===== src/rtl/mac_dot_accum.sv =====
// mac_dot_accum: parametrised, 3-stage pipelined dot-product multiply-accumulate.
//
// Each accepted beat forms sum_i(dataa[i] * datab[i]) over LANES lanes and either
// adds it to the running accumulator or reloads the accumulator with it (sload).
// Operands are treated as two's complement or unsigned per beat (is_signed).
//
// Ports:
//   clk        rising-edge clock
//   rst_n      synchronous reset, ACTIVE-HIGH despite its name (1 = reset)
//   clken      pipeline enable; 0 freezes every register
//   in_valid   input beat valid
//   sload      with in_valid: load accumulator with this beat's dot product
//   is_signed  1 = operands two's complement, 0 = unsigned
//   dataa      LANES*DATA_W, lane i at [i*DATA_W +: DATA_W]
//   datab      same packing as dataa
//   acc_out    signed accumulator value
//   out_valid  acc_out updated this cycle
//   overflow   sticky accumulate overflow
//
// Build option:
//   MAC_DOT_ACCUM_SATURATE_EN  when defined, an overflowing result clamps to the
//                              signed ACC_W limits instead of wrapping.

module mac_dot_accum #(
  parameter int DATA_W = 8,
  parameter int LANES  = 2,
  parameter int ACC_W  = 20
) (
  input  logic                      clk,
  input  logic                      rst_n,
  input  logic                      clken,
  input  logic                      in_valid,
  input  logic                      sload,
  input  logic                      is_signed,
  input  logic [LANES*DATA_W-1:0]   dataa,
  input  logic [LANES*DATA_W-1:0]   datab,
  output logic signed [ACC_W-1:0]   acc_out,
  output logic                      out_valid,
  output logic                      overflow
);

  localparam int LOG_L  = $clog2(LANES);
  localparam int OPND_W = DATA_W + 1;
  localparam int PROD_W = 2 * OPND_W;
  localparam int SUM_W  = PROD_W + LOG_L;
  // Working width for the accumulate: wide enough to hold both the
  // sign-extended accumulator plus one carry bit and the full-precision sum,
  // so the overflow test below sees the exact true result.
  localparam int EXT_W  = ((SUM_W > ACC_W + 1) ? SUM_W : ACC_W + 1) + 1;

  localparam logic signed [ACC_W-1:0] ACC_MAX = {1'b0, {(ACC_W-1){1'b1}}};
  localparam logic signed [ACC_W-1:0] ACC_MIN = {1'b1, {(ACC_W-1){1'b0}}};

  // Stage 1 registers
  logic [LANES*DATA_W-1:0] s1_a;
  logic [LANES*DATA_W-1:0] s1_b;
  logic                    s1_valid;
  logic                    s1_sload;
  logic                    s1_signed;

  // Stage 2 registers
  logic signed [SUM_W-1:0] s2_sum;
  logic                    s2_valid;
  logic                    s2_sload;

  // Stage 2 combinational dot product
  logic signed [SUM_W-1:0]  sum_comb;
  logic signed [OPND_W-1:0] a_ext;
  logic signed [OPND_W-1:0] b_ext;
  logic signed [PROD_W-1:0] prod;

  // Stage 3 combinational accumulate
  logic signed [EXT_W-1:0]  acc_wide;
  logic signed [EXT_W-1:0]  sum_wide;
  logic signed [EXT_W-1:0]  res_wide;
  logic signed [ACC_W-1:0]  res_trunc;
  logic signed [ACC_W-1:0]  acc_next;
  logic                     res_ovf;

  // Each lane operand gets one extra bit so signed and unsigned values share
  // a single signed multiplier: the top bit is the sign bit when is_signed,
  // otherwise zero.
  always_comb begin
    sum_comb = '0;
    a_ext    = '0;
    b_ext    = '0;
    prod     = '0;
    for (int i = 0; i < LANES; i++) begin
      a_ext    = {s1_signed & s1_a[i*DATA_W + DATA_W - 1], s1_a[i*DATA_W +: DATA_W]};
      b_ext    = {s1_signed & s1_b[i*DATA_W + DATA_W - 1], s1_b[i*DATA_W +: DATA_W]};
      prod     = a_ext * b_ext;
      sum_comb = sum_comb + SUM_W'(prod);
    end
  end

  // Overflow means the exact result does not survive truncation to ACC_W,
  // i.e. re-extending the truncated value does not reproduce it.
  always_comb begin
    acc_wide  = EXT_W'(acc_out);
    sum_wide  = EXT_W'(s2_sum);
    res_wide  = s2_sload ? sum_wide : (acc_wide + sum_wide);
    res_trunc = res_wide[ACC_W-1:0];
    res_ovf   = (res_wide != EXT_W'(res_trunc));
`ifdef MAC_DOT_ACCUM_SATURATE_EN
    if (res_ovf) begin
      acc_next = res_wide[EXT_W-1] ? ACC_MIN : ACC_MAX;
    end else begin
      acc_next = res_trunc;
    end
`else
    acc_next = res_trunc;
`endif
  end

  always_ff @(posedge clk) begin
    if (rst_n) begin
      s1_a      <= '0;
      s1_b      <= '0;
      s1_valid  <= 1'b0;
      s1_sload  <= 1'b0;
      s1_signed <= 1'b0;
      s2_sum    <= '0;
      s2_valid  <= 1'b0;
      s2_sload  <= 1'b0;
      acc_out   <= '0;
      out_valid <= 1'b0;
      overflow  <= 1'b0;
    end else if (clken) begin
      s1_a      <= dataa;
      s1_b      <= datab;
      s1_valid  <= in_valid;
      s1_sload  <= sload;
      s1_signed <= is_signed;

      s2_sum    <= sum_comb;
      s2_valid  <= s1_valid;
      s2_sload  <= s1_sload;

      out_valid <= s2_valid;
      if (s2_valid) begin
        acc_out <= acc_next;
        // Sticky flag: any overflow sets it, only a clean reload clears it.
        if (res_ovf) begin
          overflow <= 1'b1;
        end else if (s2_sload) begin
          overflow <= 1'b0;
        end
      end
    end
  end

endmodule


===== config.mk =====
export PLATFORM = sky130hd
export DESIGN_NAME = mac_dot_accum
export DESIGN_NICKNAME = d
export VERILOG_FILES = /design/src/rtl/mac_dot_accum.sv
export SDC_FILE = /design/constraint.sdc
export NUM_CORES = 1
export LEC_CHECK = 0
export CAP_MARGIN = 20
export CELL_PAD_IN_SITES_DETAIL_PLACEMENT = 1
export CELL_PAD_IN_SITES_GLOBAL_PLACEMENT = 2
export CORE_MARGIN = 2
export CORE_UTILIZATION = 39
export DETAILED_ROUTE_END_ITERATION = 7
export PLACE_DENSITY = 0.94
export SLEW_MARGIN = 20
export SYNTH_ARGS = -nofsm -noshare
export SYNTH_HDL_FRONTEND = slang
export SYNTH_SLANG_ARGS = --single-unit

===== constraint.sdc =====
create_clock -name clk -period 7.23 [get_ports clk]
set_input_delay 1.446 -clock clk [delete_from_list [all_inputs] [get_ports clk]]
set_output_delay 1.446 -clock clk [all_outputs]
set_load 0.02 [all_outputs]

Word level (Yosys, flattened, before mapping)

Index checks and enable logic that the tools add are counted.
W data, S select, Z words.

Register bits after elaboration: 78
Input bits: 38
Output and inout bits: 22
Word-level logic and storage cells: 26

$add $sub $neg: 2
$mul: 2
Equality and inequality tests: 1
Multiplexer cells: 3
Bitwise logic cells: 4
Reduce and logical (&&, ||, !) cells: 3

Operators with widths:

| kind               | count |
|---|---|
| $mul A9 B9 Y18     | 2 |
| $mux W22           | 1 |
| $add A20 B19 Y21   | 1 |
| $add A18 B18 Y19   | 1 |
| $and A1 B1 Y1      | 4 |
| $reduce_and A3 Y1  | 1 |
| $mux W1            | 2 |
| $ne A2 B1 Y1       | 1 |
| $reduce_and A2 Y1  | 1 |
| $reduce_bool A2 Y1 | 1 |

Logic depth before layout (Yosys ltp)

Gate-level depths: netlist of the first run.

Word-level depth: 5
Mapped depth: 24
Gate-level depth less buffers: 23

Worst setup path after synthesis of the first run

Ideal clock, no wire load.

Path type: register to register
Start: register s1_signed
End: register s2_sum[17]
Setup time: 0.063 ns
Arrival: 6.142 ns
Data required time: 7.167 ns
Path slack: 1.025 ns
Stages on the path, launching flop included: 22
Path buffers: 1
Period minus slack after synthesis: 6.205 ns
Path through: dfxtp_1 clkbuf_1 and3_1 fa_1 fa_1 fa_1 inv_1 fa_1 inv_1 fa_1 fa_1 inv_1 fa_1 inv_1 ha_1 a21o_1 o311a_1 o31ai_2 nand2b_1 or3_4 a2111oi_2 nand3b_1

Longest elaborated chain between the ends: 3

Ends and longest elaborated chain:

| element                          | line   | source |
|---|---|---|
| start, declared                  | 59     | `logic s1_signed;` |
| start signal, assigned           | 133    | `s1_signed <= is_signed;` |
| $and A1 B1 Y1 (on tied branches) | 89, 90 |  |
| $mul A9 B9 Y18                   | 91     | `prod = a_ext * b_ext;` |
| $add A18 B18 Y19 (*)             | 92     | `sum_comb = sum_comb + SUM_W'(prod);` |
| end signal, assigned             | 135    | `s2_sum <= sum_comb;` |
| end, declared                    | 62     | `logic signed [SUM_W-1:0] s2_sum;` |

Every way passes the cells marked *; elsewhere a longest branch is shown, timed or not.
A chain may end at the register's enable or synchronous reset.

Worst setup path in the final report of the first run

Start: register s1_signed
End: register s2_sum[18]

Same word-level chain as after synthesis.

==> flow_summary.json, run 1 <==
{
  "ioPinCount": 60,
  "clockRootBuffer": "clkbuf_16",
  "cts.repair_timing.setup_buffer_count": 0,
  "design.core.area_um2": 26210,
  "drive_gt1_share_pct": 2.959,
  "run_status": "complete, no violations",
  "worst_ep_required_time_ns": 7.49,
  "final_clock_period_utilization_by_the_worst_path_pct": 96.04,
  "row_count": 59,
  "grt_pass1_vias": 8723,
  "worst-path-max-fanout": 13,
  "via_count": 7863,
  "critical_path.slowest_cell": "dfxtp_1",
  "drt_drc_violations_left": 0,
  "ys_types": 51,
  "pre_cts_ws_ns": 0.4798,
  "max_slew.worst_pin.slew_ns": 0.8416,
  "finalHoldViolations": 0,
  "filler_cell_count": 2990,
  "detailedRoute.firstIterationViolations": 317,
  "power_density_nw_per_um2": 121.4,
  "worst_path_largest_cell_delay_ns": 0.69,
  "finalPower_mw": 1.416,
  "detail_route.wl_per_cell_um": 16.80,
  "vertical_die_dimension_um": 167.6,
  "post_drt_via_cell_ratio": 5.180,
  "clock-sinks": 78,
  "cell_area_reported_after_detailed_placement_um2": 11340,
  "chipWidth_um": 167.6,
  "worstPathArrival_ns": 7.20,
  "grt_max_degree": 75,
  "worst-setup-path-type": "register to register",
  "port_buffers": 59,
  "synthesis.area_per_instance_um2": 9.137,
  "grt_first_pass_wirelength_mm": 43.51,
  "initial_utilization_pct": 39.85,
  "setup_slack_ns": 0.2866,
  "antenna_violating_nets_post_route": 0,
  "nets": 1487,
  "yosys-top-cells-area": "fa_1 33%, dfxtp_1 15%, ha_1 12%",
  "cts-buffers-inserted": 9,
  "post_synth_instance_area_um2": 10440,
  "globalplace.congestion": 0.8272,
  "overflow": 0,
  "grt_setup_unrepaired": "false",
  "clock.fmax_mhz": 144.0,
  "synth.ff_latch_count": 78,
  "report.final.setup_viol": 0,
  "detailedPlacementHpwl_mm": 20.57,
  "crit_buf_inv": 4,
  "critical-path-top-delay-family": "adder cells",
  "synth-edff-count": 0,
  "yosysTopAreaCellShare_pct": 33.35,
  "clkTransAtPathRegs_ns": 0.07,
  "min-delay-path-class": "register to register",
  "clock_skew_ns": 0.01135,
  "async_reset_ff_share_pct": 0,
  "ir_drop_uv": 94.26,
  "postSynthNetCount": 1452,
  "static-leakage-power_nw": 5.866,
  "final.min_clock_period_ns": 6.943,
  "max_cap_violations": 0,
  "synth.yosys.seq_area_share_pct": 14.95,
  "routed_wirelength_mm": 25.50,
  "max-clock-path-buffers": 2,
  "clkLatencyLatePin_ns": 0.36,
  "crit_path_cell_trace": "nand2_1 > inv_1 > nand2b_1 > fa_1 > fa_1 > inv_1 > fa_1 > fa_1 > fa_1 > fa_1 > inv_1 > fa_1 > inv_1 > ha_1 > nand3_1 > nand2_1 > a31oi_1 > o21ai_1 > o22ai_1 > o21ai_1 > o2111a_1 > nor4_1",
  "crit_path_frequent_cell": "fa_1",
  "num_antenna_cells": 0,
  "cts-htree-levels": 3,
  "postSynth.topFlopCell": "dfxtp_1",
  "finalMaxSlewViolations": 0,
  "grt_usage_pct": 19.32,
  "cp-start-kind": "register",
  "cts_tree": "yes",
  "synthesis.yosys.warnings": 0,
  "worst_slew_margin_rel_pct": 43.89,
  "number_of_hold_buffers_added_after_cts": 0,
  "setup_total_negative_slack_ns": 0,
  "nature_of_the_critical_path_endpoint": "register",
  "grt_antenna_before_repair": 0,
  "synth.largest_area_cell": "fa_1",
  "final_design_area_no_fill_um2": 11660,
  "first_pass_iters": 4,
  "post_cts_resize_count": 0,
  "post_synthesis_instance_total": 1143,
  "die_outline_area_um2": 28100,
  "area_delta_synth_final_pct": 11.68
}
layout make-up:
cell class	instances	area (um^2)	area share, %
multi-input cells	821	7966	68.30
flip-flops and latches	78	1562	13.39
inverters	202	758.2	6.501
repair buffers	66	635.6	5.449
well taps	335	419.2	3.594
clock buffers	10	229.0	1.963
clock inverters	6	93.84	0.8045
power breakdown:
group | internal (mW) | switching, mW
clock network | 0.306 | 0.216
logic | 0.176 | 0.214
registers | 0.455 | 0.0482
routing by layer:
metal | up-vias | GRT usage (%) | share of wire, %
met5 | - | 0 | 0
met4 | 0 | 6.049 | 2.5
met3 | 41 | 2.104 | 2.5
met2 | 119 | 34.98 | 52
met1 | 4039 | 24.18 | 43
li1 | 3664 | - | -
cells in the mapped netlist (2+ instances only):
cell type	count
o21bai_1	2
and3_1	7
ha_1	97
a31oi_1	6
xor2_1	9
o22ai_1	3
clkbuf_1	38
inv_1	202
nor2b_1	7
o211ai_1	8
or2_2	5
mux2i_1	50
nor4_1	4
o21ai_0	18
nand3b_1	3
nand2b_1	10
a211oi_1	13
or3_1	4
and2_1	85
o21ai_1	14
buf_1	4
o31ai_1	5
xnor2_1	25
nand3_1	12
nor3_1	10
o211a_1	3
o21a_1	7
a21o_1	6
fa_1	174
a21oi_1	31
nand2_1	86
dfxtp_1	78
nor2_1	99
layout by cell type (no fill, tap or decap), types with 3 or more instances in the layout:
| cell | n |
|---|---|
| a211oi_1 | 13 |
| a21o_1 | 6 |
| a21oi_1 | 31 |
| a31oi_1 | 6 |
| and2_1 | 85 |
| and3_1 | 7 |
| buf_4 | 8 |
| clkbuf_16 | 9 |
| clkdlybuf4s50_1 | 57 |
| dfxtp_1 | 78 |
| fa_1 | 174 |
| ha_1 | 97 |
| inv_1 | 202 |
| mux2i_1 | 50 |
| nand2_1 | 86 |
| nand2b_1 | 10 |
| nand3_1 | 12 |
| nand3b_1 | 3 |
| nor2_1 | 99 |
| nor2b_1 | 7 |
| nor3_1 | 10 |
| nor4_1 | 4 |
| o211a_1 | 3 |
| o211ai_1 | 8 |
| o21a_1 | 7 |
| o21ai_0 | 18 |
| o21ai_1 | 14 |
| o22ai_1 | 3 |
| o31ai_1 | 5 |
| or2_2 | 5 |
| or3_1 | 4 |
| xnor2_1 | 25 |
| xor2_1 | 9 |
through the flow:
step | utilization (%) | hold WS [ns] | cells
final | 44.51 | 0.4780 | 1518
after global routing | 44.51 | 0.5097 | 1518
after CTS | 44.51 | 0.4771 | 1518
after detailed placement | 43.28 | 0.4669 | 1502
after global placement | 43.28 | 0.4528 | 1502
after floorplan | - | 0.4371 | 1143
kinds of logic (layout without fill, tap and decap cells):
kind of cell               count (synthesis)  count (layout)  synth area share (%)
muxes                                     50              50                 4.792
AOI/OAI and AO/OA                        130             130                 8.135
and+or+nand+nor                          336             336                 15.53
xor gates and xnor gates                  34              34                 2.851
adders and majority gates                271             271                 44.97
buffers and inverters                    244             284                 8.770
DFF                                       78              78                 14.95
registers in the layout, summed over array words and instances (netlist names):
register   count
s1_b          16
s2_valid       1
out_valid      1
s2_sum        19
s1_sload       1
s1_a          16
s2_sload       1
acc_out       20
s1_valid       1
s1_signed      1
overflow       1
worst min-delay path, delay by kind of cell, from the launching register on:
family	cells	cell delay, ns
DFF	1	0.33
AOI/OAI and AO/OA	1	0.05
and+or+nand+nor	1	0.05
worst paths after layout:
path | start | endpoint | slack, ns | cells after the start
setup / recovery | s1_signed$_SDFFE_PP0P_ | s2_sum[18]$_SDFFE_PP0P_ | 0.29 | 22
hold / removal | s2_sum[16]$_SDFFE_PP0P_ | s2_sum[16]$_SDFFE_PP0P_ | 0.48 | 2
setup reg to reg | s1_signed$_SDFFE_PP0P_ | s2_sum[18]$_SDFFE_PP0P_ | 0.29 | 22
hold reg to reg | s2_sum[16]$_SDFFE_PP0P_ | s2_sum[16]$_SDFFE_PP0P_ | 0.48 | 2
Note: power is estimated with default switching activity, not from simulation.
==> inputs of run 2 (changes only) <==
GPL_TIMING_DRIVEN = 1   (was default)
==> results of run 2 <==
Final layout, timing and power as in run 1 (identical DEF).
==> edit 1: new RTL, settings of run 2 <==
`DATA_W`: 8 -> 12.
--- a/src/rtl/mac_dot_accum.sv
+++ b/src/rtl/mac_dot_accum.sv
@@ -24,3 +24,3 @@
 module mac_dot_accum #(
-  parameter int DATA_W = 8,
+  parameter int DATA_W = 12,
   parameter int LANES  = 2,
Ports: changed (resized dataa and datab); port bits go from 60 to 76. No check against the original RTL was run, so the function may have changed too.
==> edit 1 against run 2 <==
Critical path depth up 2. Area after synthesis up 80%. Worst setup slack worse by 0.10 ns. Cell area up 79%. Sequential cell count up 24. Via count up 80%. Power up 62%. Routed wire length up 110%.
==> edit 1: results (changes against run 2) <==
stage	metric	value	unit	change
pwr	p_leak	10.3	nW	+76%
pwr	pg_seq	0.686	mW	+36%
placed_design	dp_cells	2731		+82%
grt	grt_use_met1	0.263		+0.0213
drt	wl_met3	1400	um	+120%
placed_design	place_congestion	0.885		+7.0%
grt	first_global_vias	16600		+90%
yosys	ys_types	69		+35%
timing	worstMarginPinSlew	0.843	ns	+0.00165 ns
yosys	synth_adder_area_share	0.502		+0.0518
drt	route.met2.wl	28100	um	+110%
placed_design	port_buffers	75		+27%
setup_path	critical_path.slowest_cell	fa_1		
timing	finalClockSkew	0.0155	ns	+0.00417 ns
yosys	yosys-top-cells-area	fa_1 41%, dfxtp_1 11%, ha_1 9.2%		
drt	vias_per_cell	5.15		-0.48%
grt	grt_pass1_wl	86500	um	+99%
final_layout	reg_top3	s2_sum (27), s1_a (24), s1_b (24)		
drt	avgRoutedWirePerCell	19.3	um	+15%
drt	m1WireLength	21000	um	+93%
pwr	pg_clk	0.536	mW	+3%
setup_path	cp_max_fo	10		-3
yosys	synthCells	2076		+82%
drt	drt_iter0_drc	617		+95%
clocking	cts-resized-gates	5		+5
yosys	synth-xor-area-share	0.0269		-0.00156
yosys	synth-compound-area-share	0.0689		-0.0124
setup_path	slowest_delay	0.57	ns	-0.12 ns
pwr	peakVddDrop	0.111	mV	+17%
grt	antenna_found_initial	3		+3
yosys	synth.top_cells.by_count	458 x inv_1, 386 x fa_1, 242 x nand2_1, 142 x nor2_1, 138 x ha_1		
pwr	power.total	2.30	mW	+62%
grt	grt_util_met2	0.406		+0.0566
grt	met3_usage	0.0223		+0.00126
grt	grt_max_degree	62		-17%
drt	dr_total_vias	14200		+80%
placed_design	dp_hpwl	44300	um	+120%
pwr	p_int	1.32	mW	+41%
drt	top_layer_used	met5		
outcome	status	finished clean		
final_layout	multi_input_area	0.0148	mm2	+86%
placed_design	placed_cell_area	0.0204	mm2	+80%
yosys	syn-num-nets	2654		+83%
final_layout	fill_cells	5499		+84%
-- edit 1: cell types whose count changed after synthesis, moves of 21 or more --
cell      change
nand2_1     +156
and2_1       +21
nor2_1       +43
mux2i_1      +26
fa_1        +212
clkbuf_1     +44
inv_1       +256
ha_1         +41
dfxtp_1      +24
-- edit 1: layout make-up --
cell class / count / share of cell area
sequential: 102 / 0.100
timing repair buffer: 134 / 0.0575
multi-input combinational: 1424 / 0.709
clock buffer: 11 / 0.0121
clock inverter: 5 / 0.00186
antenna: 2 / 0.000240
inverter: 458 / 0.0825
tap: 615 / 0.0369
-- edit 1: worst paths after layout --
| check | depth (start not counted) | startpoint | slack [ns] | end |
|---|---|---|---|---|
| worst max-delay path | 24 | s1_a[9] | 0.19 | s2_sum[26] |
| worst min-delay path | 2 | out_valid | 0.48 | out_valid |
| worst max register to register | 24 | s1_a[9] | 0.19 | s2_sum[26] |
| worst min register to register | 2 | out_valid | 0.48 | out_valid |
==> edit 2: new RTL, config.mk and constraints of run 2 <==
Made on the original files. Register the output `overflow` once more, cleared by the reset; this adds one clock of latency there. The other outputs are not delayed to match.
--- a/src/rtl/mac_dot_accum.sv
+++ b/src/rtl/mac_dot_accum.sv
@@ -52,2 +52,4 @@
   localparam logic signed [ACC_W-1:0] ACC_MIN = {1'b1, {(ACC_W-1){1'b0}}};
+
+  logic overflow_s0;
 
@@ -126,3 +128,3 @@
       out_valid <= 1'b0;
-      overflow  <= 1'b0;
+      overflow_s0 <= 1'b0;
     end else if (clken) begin
@@ -143,5 +145,5 @@
         if (res_ovf) begin
-          overflow <= 1'b1;
+          overflow_s0 <= 1'b1;
         end else if (s2_sload) begin
-          overflow <= 1'b0;
+          overflow_s0 <= 1'b0;
         end
@@ -151,2 +153,10 @@
 
+  always_ff @(posedge clk) begin
+    if (rst_n) begin
+      overflow <= '0;
+    end else begin
+      overflow <= overflow_s0;
+    end
+  end
+
 endmodule
Function: not settled (the Yosys comparison gave no result); the edit may change what the design does.
==> edit 2 against run 2 <==
Cell area is 0.14% higher. Sequential share of layout area is 0.16 points higher. Routed wire length is 4.4% higher. Worst setup slack better by 0.17 ns. Synthesized cell count is 0.17% higher. Final cell count stayed put. Power is 0.77% higher. Critical path depth is 1 lower. Via count is 0.14% lower. Sequential cell count is 1 higher. Area after synthesis is 0.25% higher. Critical endpoint is now s2_sum[17].
==> edit 2: results (changes against run 2) <==
stage	metric	value	unit	change
outcome	status	finished clean		
grt	grt_use_met1	0.251		+0.00908
clocking	cts.clk_slew.worst_paths	0.07	ns	about the same
drt	dr_total_vias	7852		-0.14%
pwr	peakVddDrop	0.0938	mV	-0.50%
final_layout	reg_top3	acc_out (20), s2_sum (19)		
clocking	post_cts_buffers	0		unchanged
final_layout	fill_cells	3007		+0.57%
yosys	synth.top_cells.by_count	202 x inv_1, 174 x fa_1, 99 x nor2_1, 97 x ha_1, 86 x nand2_1		
yosys	ys_types	51		unchanged
placed_design	post-place-ws	0.495	ns	+0.0155 ns
final_layout	final_nets	1488		+0.067%
yosys	ys.warnings.count	0		unchanged
timing	finalClockSkew	0.0142	ns	+0.00285 ns
placed_design	place_congestion	0.865		+4.6%
yosys	synthCells	1145		+0.17%
grt	met3_usage	0.0249		+0.00388
setup_path	crit_arrival	7.07	ns	-0.13 ns
placed_design	dp_hpwl	21500	um	+4.4%
drt	avgRoutedWirePerCell	17.5	um	+4.4%
yosys	syn-num-nets	1454		+0.14%
final_layout	drive_above_1_share	0.0296		unchanged
grt	antenna_found_initial	0		unchanged
yosys	yosys-top-cells-area	fa_1 33%, dfxtp_1 15%, ha_1 12%		
grt	grt_pass1_wl	44600	um	+2.5%
setup_path	cp_max_fo	18		+5
pwr	p_leak	5.87	nW	about the same
yosys	ys_seq_area_frac	0.151		+0.00154
grt	grt_usage	0.200		+0.00677
grt	first_global_vias	8802		+0.91%
grt	grt_util_met2	0.356		+0.00610
grt	grt_max_degree	76		+1.3%
placed_design	placed_cell_area	0.0114	mm2	+0.16%
drt	drt_iter0_drc	286		-9.8%
final_layout	finalNonFillerCells	1518		unchanged
yosys	synth_top_flop_cell	dfxtp_1		
yosys	async_flop_share	0		unchanged
timing	relSlewSlack	0.418		-0.0208
drt	drtPass1Iterations	4		unchanged
grt	overflow	0		unchanged
final_layout	antenna_cells	0		unchanged
[edit 2: changes by cell type in the layout (fill, tap and decap cells not counted)]
cell and delta:
nor2b_1 +1, dfxtp_2 +1, clkbuf_1 -1, buf_4 -1
[edit 2: final timing paths]
| kind | cells after the start | end | slack, ns | start |
|---|---|---|---|---|
| setup / recovery | 21 | s2_sum[17] | 0.45 | s1_a[7] |
| hold / removal | 1 | overflow | 0.47 | overflow_s0 |
| hold reg to reg | 1 | overflow | 0.47 | overflow_s0 |
| setup reg to reg | 21 | s2_sum[17] | 0.45 | s1_a[7] |
[edit 2: final cells by class]
type,count,area share
Tap cell,335,0.0359
Multi-Input combinational cell,822,0.683
Clock inverter,6,0.00803
Sequential cell,79,0.136
Clock buffer,9,0.0193
Timing Repair Buffer,65,0.0538
Inverter,202,0.0649
[edit 2: where the power goes]
part	total, mW	internal [mW]	switching [mW]
Combinational	0.392	0.176	0.215
Clock	0.525	0.304	0.221
Sequential	0.510	0.461	0.0492
[edit 2: stage by stage]
stage                     hold WS [ns]   util
after detailed placement         0.475  0.433
after CTS                        0.484  0.446
final                            0.475  0.446
after global routing             0.501  0.446
after global placement           0.458  0.433
after floorplan                  0.431      -
[edit 2: logic make-up after synthesis]
logic type                 after synthesis  synth area share
and+or+nand+nor                        337             0.155
adders and majority gates              271             0.449
buffers and inverters                  244            0.0875
AOI/OAI and AO/OA                      130            0.0811
DFF                                     79             0.151
muxes                                   50            0.0478
xor gates and xnor gates                34            0.0284
[edit 2: layer usage]
metal / part of all wire / up-vias
li1: - / 3674
met1: 0.42 / 4027
met2: 0.53 / 109
met3: 0.026 / 42
met4: 0.026 / 0
met5: 0 / -
